[src/rtl/led_pwm_fader_if.sv]
// LED pattern in, PWM drive and fade-busy flag out.
// The fader is the slave; whatever supplies the pattern is the master.
interface led_pwm_fader_if;
    logic [3:0] led_in;
    logic [3:0] led_pwm;
    logic       busy;

    modport master (
        output led_in,
        input  led_pwm,
        input  busy
    );

    modport slave (
        input  led_in,
        output led_pwm,
        output busy
    );
endinterface

[src/rtl/led_pwm_fader.sv]
// LED PWM fader: four channels fade linearly between 0 and MAX whenever
// the incoming pattern bit changes. Shared PWM counter and ramp divider,
// one level register per channel.

// Per-channel level register, saturating ramp and PWM comparator.
module led_pwm_fader_ch #(
    parameter int PWM_BITS = 8,
    parameter int STEP     = 1
) (
    input  logic                clk,
    input  logic                rst,
    input  logic                i_tick,
    input  logic                i_led,
    input  logic [PWM_BITS-1:0] i_pwm_cnt,
    output logic [PWM_BITS-1:0] o_level,
    output logic                o_pwm,
    output logic                o_mismatch
);
    localparam logic [PWM_BITS-1:0] MAX_L  = '1;
    localparam logic [PWM_BITS:0]   STEP_W = (PWM_BITS+1)'(STEP);

    // Fade state is a pure function of level and target; nothing extra
    // is stored, so a target flip mid-fade reverses from the current level.
    typedef enum logic [1:0] {
        CH_OFF,
        CH_RISING,
        CH_ON,
        CH_FALLING
    } ch_state_e;

    logic [PWM_BITS-1:0] r_level;
    logic [PWM_BITS-1:0] w_tgt;
    logic [PWM_BITS:0]   w_sum;
    logic [PWM_BITS:0]   w_dif;
    logic [PWM_BITS-1:0] w_up;
    logic [PWM_BITS-1:0] w_dn;
    ch_state_e           w_state;

    assign w_tgt = i_led ? MAX_L : '0;

    // One extra bit so the ramp saturates instead of wrapping.
    assign w_sum = {1'b0, r_level} + STEP_W;
    assign w_dif = {1'b0, r_level} - STEP_W;
    assign w_up  = (w_sum > {1'b0, MAX_L}) ? MAX_L : w_sum[PWM_BITS-1:0];
    assign w_dn  = w_dif[PWM_BITS] ? '0 : w_dif[PWM_BITS-1:0];

    // Derive the fade state from level vs. target.
    always_comb begin
        w_state = CH_OFF;
        if (r_level < w_tgt)
            w_state = CH_RISING;
        else if (r_level > w_tgt)
            w_state = CH_FALLING;
        else if (i_led)
            w_state = CH_ON;
    end

    assign o_mismatch = (r_level != w_tgt);
    assign o_level    = r_level;

    // Level moves only on a ramp tick; PWM output follows the level the
    // cycle after it is written, with no period alignment.
    always_ff @(posedge clk or posedge rst) begin
        if (rst) begin
            r_level <= '0;
            o_pwm   <= 1'b0;
        end else begin
            o_pwm <= (i_pwm_cnt < r_level);
            if (i_tick) begin
                case (w_state)
                    CH_RISING:  r_level <= w_up;
                    CH_FALLING: r_level <= w_dn;
                    default:    r_level <= r_level;
                endcase
            end
        end
    end
endmodule

// Top: input register, shared counters, channel array, busy flag.
module led_pwm_fader #(
    parameter int PWM_BITS = 8,
    parameter int RAMP_DIV = 256,
    parameter int STEP     = 1
) (
    input  logic            clk,
    input  logic            rst,
    led_pwm_fader_if.slave  io_bus
);
    localparam int                  NUM_CH = 4;
    localparam int                  DIV_W  = $clog2(RAMP_DIV);
    localparam logic [PWM_BITS-1:0] MAX_L  = '1;
    localparam logic [DIV_W-1:0]    DIV_TOP = DIV_W'(RAMP_DIV - 1);

    logic [NUM_CH-1:0]                r_led_q;
    logic [PWM_BITS-1:0]              r_pwm_cnt;
    logic [DIV_W-1:0]                 r_div_cnt;
    logic                             r_busy;
    logic                             w_tick;
    logic [NUM_CH-1:0][PWM_BITS-1:0]  w_level;
    logic [NUM_CH-1:0]                w_pwm;
    logic [NUM_CH-1:0]                w_mismatch;

    assign w_tick = (r_div_cnt == DIV_TOP);

    // Pattern register; same clock domain as the source, so no synchronizer.
    always_ff @(posedge clk or posedge rst) begin
        if (rst)
            r_led_q <= '0;
        else
            r_led_q <= io_bus.led_in;
    end

    // PWM counter runs 0..MAX-1 so level MAX is a constant-on output.
    always_ff @(posedge clk or posedge rst) begin
        if (rst)
            r_pwm_cnt <= '0;
        else if (r_pwm_cnt == MAX_L - PWM_BITS'(1))
            r_pwm_cnt <= '0;
        else
            r_pwm_cnt <= r_pwm_cnt + PWM_BITS'(1);
    end

    // Ramp divider: one tick every RAMP_DIV clocks.
    always_ff @(posedge clk or posedge rst) begin
        if (rst)
            r_div_cnt <= '0;
        else if (w_tick)
            r_div_cnt <= '0;
        else
            r_div_cnt <= r_div_cnt + DIV_W'(1);
    end

    genvar g;
    for (g = 0; g < NUM_CH; g++) begin : g_ch
        led_pwm_fader_ch #(
            .PWM_BITS (PWM_BITS),
            .STEP     (STEP)
        ) u_ch (
            .clk        (clk),
            .rst        (rst),
            .i_tick     (w_tick),
            .i_led      (r_led_q[g]),
            .i_pwm_cnt  (r_pwm_cnt),
            .o_level    (w_level[g]),
            .o_pwm      (w_pwm[g]),
            .o_mismatch (w_mismatch[g])
        );
    end

    // Busy: any channel still away from its target.
    always_ff @(posedge clk or posedge rst) begin
        if (rst)
            r_busy <= 1'b0;
        else
            r_busy <= |w_mismatch;
    end

    assign io_bus.led_pwm = w_pwm;
    assign io_bus.busy    = r_busy;
endmodule
[src/flat_wrapper.sv]
// flat-port wrapper written by rule: the top's interface ports become plain ports
module led_pwm_fader_flat 
#(
    parameter int PWM_BITS = 8,
    parameter int RAMP_DIV = 256,
    parameter int STEP     = 1
)
  (clk, rst, io_bus_led_in, io_bus_led_pwm, io_bus_busy);
  led_pwm_fader_if io_bus_i ();
  input  logic clk;
  input  logic rst;
  input wire logic [$bits(io_bus_i.led_in)-1:0] io_bus_led_in;
  output wire logic [$bits(io_bus_i.led_pwm)-1:0] io_bus_led_pwm;
  output wire logic [$bits(io_bus_i.busy)-1:0] io_bus_busy;
  assign io_bus_i.led_in = io_bus_led_in;
  assign io_bus_led_pwm = io_bus_i.led_pwm;
  assign io_bus_busy = io_bus_i.busy;
  led_pwm_fader #(.PWM_BITS(PWM_BITS), .RAMP_DIV(RAMP_DIV), .STEP(STEP)) u_core (.clk(clk), .rst(rst), .io_bus(io_bus_i));
endmodule
[config.mk]
export PLATFORM = sky130hd
export DESIGN_NAME = led_pwm_fader_flat
export DESIGN_NICKNAME = d
export VERILOG_FILES = /design/src/rtl/led_pwm_fader_if.sv /design/src/rtl/led_pwm_fader.sv /design/src/flat_wrapper.sv
export SDC_FILE = /design/constraint.sdc
export NUM_CORES = 1
export LEC_CHECK = 0
export ABC_AREA = 1
export CORE_UTILIZATION = 35
export DETAILED_ROUTE_END_ITERATION = 8
export PLACE_DENSITY = 0.48
export SLEW_MARGIN = 20
export SYNTH_ARGS = -nofsm -noshare
export SYNTH_HDL_FRONTEND = slang
export SYNTH_SLANG_ARGS = --single-unit
[constraint.sdc]
create_clock -name clk -period 5.83 [get_ports clk]
set_input_delay 1.4575 -clock clk [delete_from_list [all_inputs] [get_ports clk]]
set_output_delay 1.4575 -clock clk [all_outputs]
set_load 0.005 [all_outputs]
==> run_results.csv <==
group,metric,value,unit
placement,place_hpwl,9790,um
drt,viasPerCell,4.91,
yosys,ys_top_cells_by_count,"nand2_1 (205), nor2_1 (95), ha_1 (75), inv_1 (70), dfrtp_1 (57)",
floorplan,fp.coreArea,15300,um2
timing,post-route-period-util,44.7,%
clocking,post-cts-setup-buffers,0,
clocking,cts-root-buf,"clkbuf_16",
yosys,ys.flop_type,"dfrtp_1",
clocking,cts_tree,"built",
timing,period_needed,2.61,ns
critical_path,r2r_start,"u_core.r_led_q[1]",
critical_path,cp_data_arrival_time,1.15,ns
global_routing,grt_start_max_net_pins,48,
timing,drv_slew,0,
critical_path,cpMaxStageDelayCell,"clkdlybuf4s50_1",
timing,whs,0.462,ns
critical_path,critical_path.startpoint,"u_core.g_ch[1].u_ch.o_pwm",
yosys,synthCells,785,
floorplan,die_area,16200,um2
yosys,async_flop_share,100,%
critical_path,start_kind,"flop",
critical_path,crit_fanout,1,
critical_path,reg2reg_slack,3.69,ns
timing,clock_skew,0.00793,ns
yosys,yosysWarningCount,0,
clocking,cts.sinks,57,
critical_path,required,4.37,ns
floorplan,start_util,35.9,%
cells_and_area,utilization,39.6,%
global_routing,grt-ovfl-total,0,
drt,num_vias,4946,
yosys,yosysTopAreaCell,"dfrtp_1",
power,p_leak,3.06,nW
cells_and_area,antenna_cells,0,
critical_path,setup.worst_path.end_class,"primary output",
clocking,hold_buffers,0,
yosys,yosysMostFrequentCell,"nand2_1",
cells_and_area,nNetsFinal,874,
run_status,status,"finished, final reports clean",
floorplan,io_pins,11,
drt,drc,0,
yosys,ys_seq_area_share,26.0,%
drt,routed_wl,12900,um
critical_path,slowest_delay,0.50,ns
global_routing,grt_pass1_vias,4599,
clocking,clock_latency,0.34,ns
timing,fin_ws,3.22,ns
cells_and_area,n_fill_cell,1599,
critical_path,crit_buf_inv,1,
critical_path,crit_chain,"clkdlybuf4s50_1",
critical_path,critPathTopFamily,"buffers and inverters",
floorplan,die_height,127,um
drt,drtIter0Drc,316,
critical_path,reg2regPathDepth,12,
global_routing,grt_pass1_wl,22500,um
critical_path,critical_path_class,"reg2out",
power,finalPower,0.963,mW
clocking,cts.path.max_buffers,2,
drt,dr.pass1.iters,8,
timing,worstMarginPinSlew,0.663,ns
timing,rsz0062_at_grt,"no",
global_routing,grt_usage,17.6,%
placement,dp_slack,3.11,ns
yosys,synth_cell_types,37,
critical_path,endpoint,"io_bus_led_pwm[1]",
yosys,synth_area_per_cell,6.99,um2
yosys,synth-edff-count,0,
power,ir_worst_vdd,0.150,mV
yosys,synthesis.area,5480,um2
clocking,post_cts_resized,0,
clocking,numCtsBuffers,9,
placement,gp_congestion,0.838,
yosys,syn_nets,866,
global_routing,antenna_found_initial,0,
cells_and_area,design_area,6050,um2
placement,dp_cells,993,
timing,setup_viol,0,
clocking,cts.reportedPaths.clkPinSlew,0.05,ns
drt,routedWlPerCell,12.8,um
placement,portBuffers,10,
cells_and_area,synthToLayoutAreaGrowth,10.3,%
drt,ant_nets,0,
critical_path,r2r-end,"u_core.g_ch[1].u_ch.o_level[5]",
timing,maxSlewHeadroom,55.8,%
timing,setup_tns,0,ns
yosys,yosysTopAreaCellShare,26.0,%
floorplan,die_w,127,um
placement,placed_area,5750,um2
yosys,synth_area_leaders,"dfrtp_1 (26%), ha_1 (17%), nand2_1 (14%), nor2_1 (6.5%), inv_1 (4.8%)",
min_path,hold-path-cell-count,1,
flow_run,cap_violations,0,
floorplan,rows,45,
timing,clock.fmax,383,MHz
min_path,worst_hold_path_type,"reg2reg",
power,p_per_area,159,nW/um2
timing,hold_viol_final,0,
cells_and_area,drive_above_1_share,10.2,%
cells_and_area,finalNonFillerCells,1008,
clocking,h-tree-depth,3,
critical_path,crit_cells,1,
yosys,ys_ff_latch,57,
[cell families (layout without fill, tap and decap cells)]
family | Yosys count | in the layout | share of synthesized area, %
compound gates | 108 | 108 | 11.2
buf+inv | 105 | 117 | 8.28
fa+ha+maj | 75 | 75 | 17.1
flops | 57 | 57 | 26.0
simple gates | 419 | 419 | 34.1
xor+xnor | 21 | 21 | 3.35
[layout make-up]
class,instances,area (um2),share of cell area [%]
Timing Repair Buffer,11,108,1.78
Sequential cell,57,1430,23.6
Clock inverter,3,40.0,0.662
Multi-Input combinational cell,623,3600,59.6
Inverter,91,350,5.79
Tap cell,211,264,4.36
Clock buffer,12,256,4.24
[routing by layer]
layer  vias up  global-route usage, %  wire length [um]
met1      2285                   23.8              6560
met3         9                   3.35               356
met4         0                   5.74               161
met2        62                   28.2              5870
li1       2590                      -                 -
met5         -                      0                 0
[cell usage in the layout, fill, tap and decap left out, types with 5 or more instances in the layout]
master / synthesis / routed
nand2_2: 14 / 14
inv_1: 70 / 69
clkbuf_16: 0 / 9
ha_1: 75 / 75
nand2_1: 205 / 205
o21ai_1: 14 / 14
inv_2: 17 / 18
nor2_2: 10 / 10
o21ai_0: 15 / 15
dfrtp_1: 57 / 57
clkdlybuf4s50_1: 0 / 10
nand4_1: 19 / 19
a21oi_1: 52 / 52
o211ai_1: 9 / 9
nor3_1: 5 / 5
xor2_1: 21 / 21
clkinv_2: 3 / 5
nand3_1: 47 / 47
a21oi_2: 5 / 5
nor2_1: 95 / 95
nand3_2: 9 / 9
[state kept, by name (all words and copies together) (netlist names)]
signal	count
u_core.g_ch.u_ch.o_level	32
u_core.r_div_cnt	8
u_core.r_pwm_cnt	8
u_core.g_ch.u_ch.o_pwm	4
u_core.r_led_q	4
u_core.io_bus.busy	1
[power breakdown]
part	switching, mW	internal [mW]	total [mW]
logic	0.0205	0.00990	0.0304
clock network	0.185	0.350	0.535
registers	0.000854	0.398	0.398
[worst min path at each step]
stage / startpoint / endpoint
global route: u_core.r_div_cnt[0] / u_core.r_div_cnt[0]
CTS: u_core.r_div_cnt[0] / u_core.r_div_cnt[0]
detailed placement: u_core.r_div_cnt[0] / u_core.r_div_cnt[0]
finish: u_core.r_div_cnt[0] / u_core.r_div_cnt[0]
global placement: u_core.r_div_cnt[0] / u_core.r_div_cnt[0]
floorplan: u_core.r_div_cnt[0] / u_core.r_div_cnt[0]
[worst reg2reg max path: stages, from the launching register on]
cell and delay, ns:
dfrtp_1 0.35, inv_1 0.13, ha_1 0.33, inv_1 0.04
o21bai_1 0.11, nand2_1 0.06, nand2_1 0.05, nand2_1 0.04
nand2_1 0.12, nand2_1 0.28, nor2_1 0.30, nand3_1 0.10
a21oi_1 0.15
No activity file was read; power rests on OpenSTA's default activity.
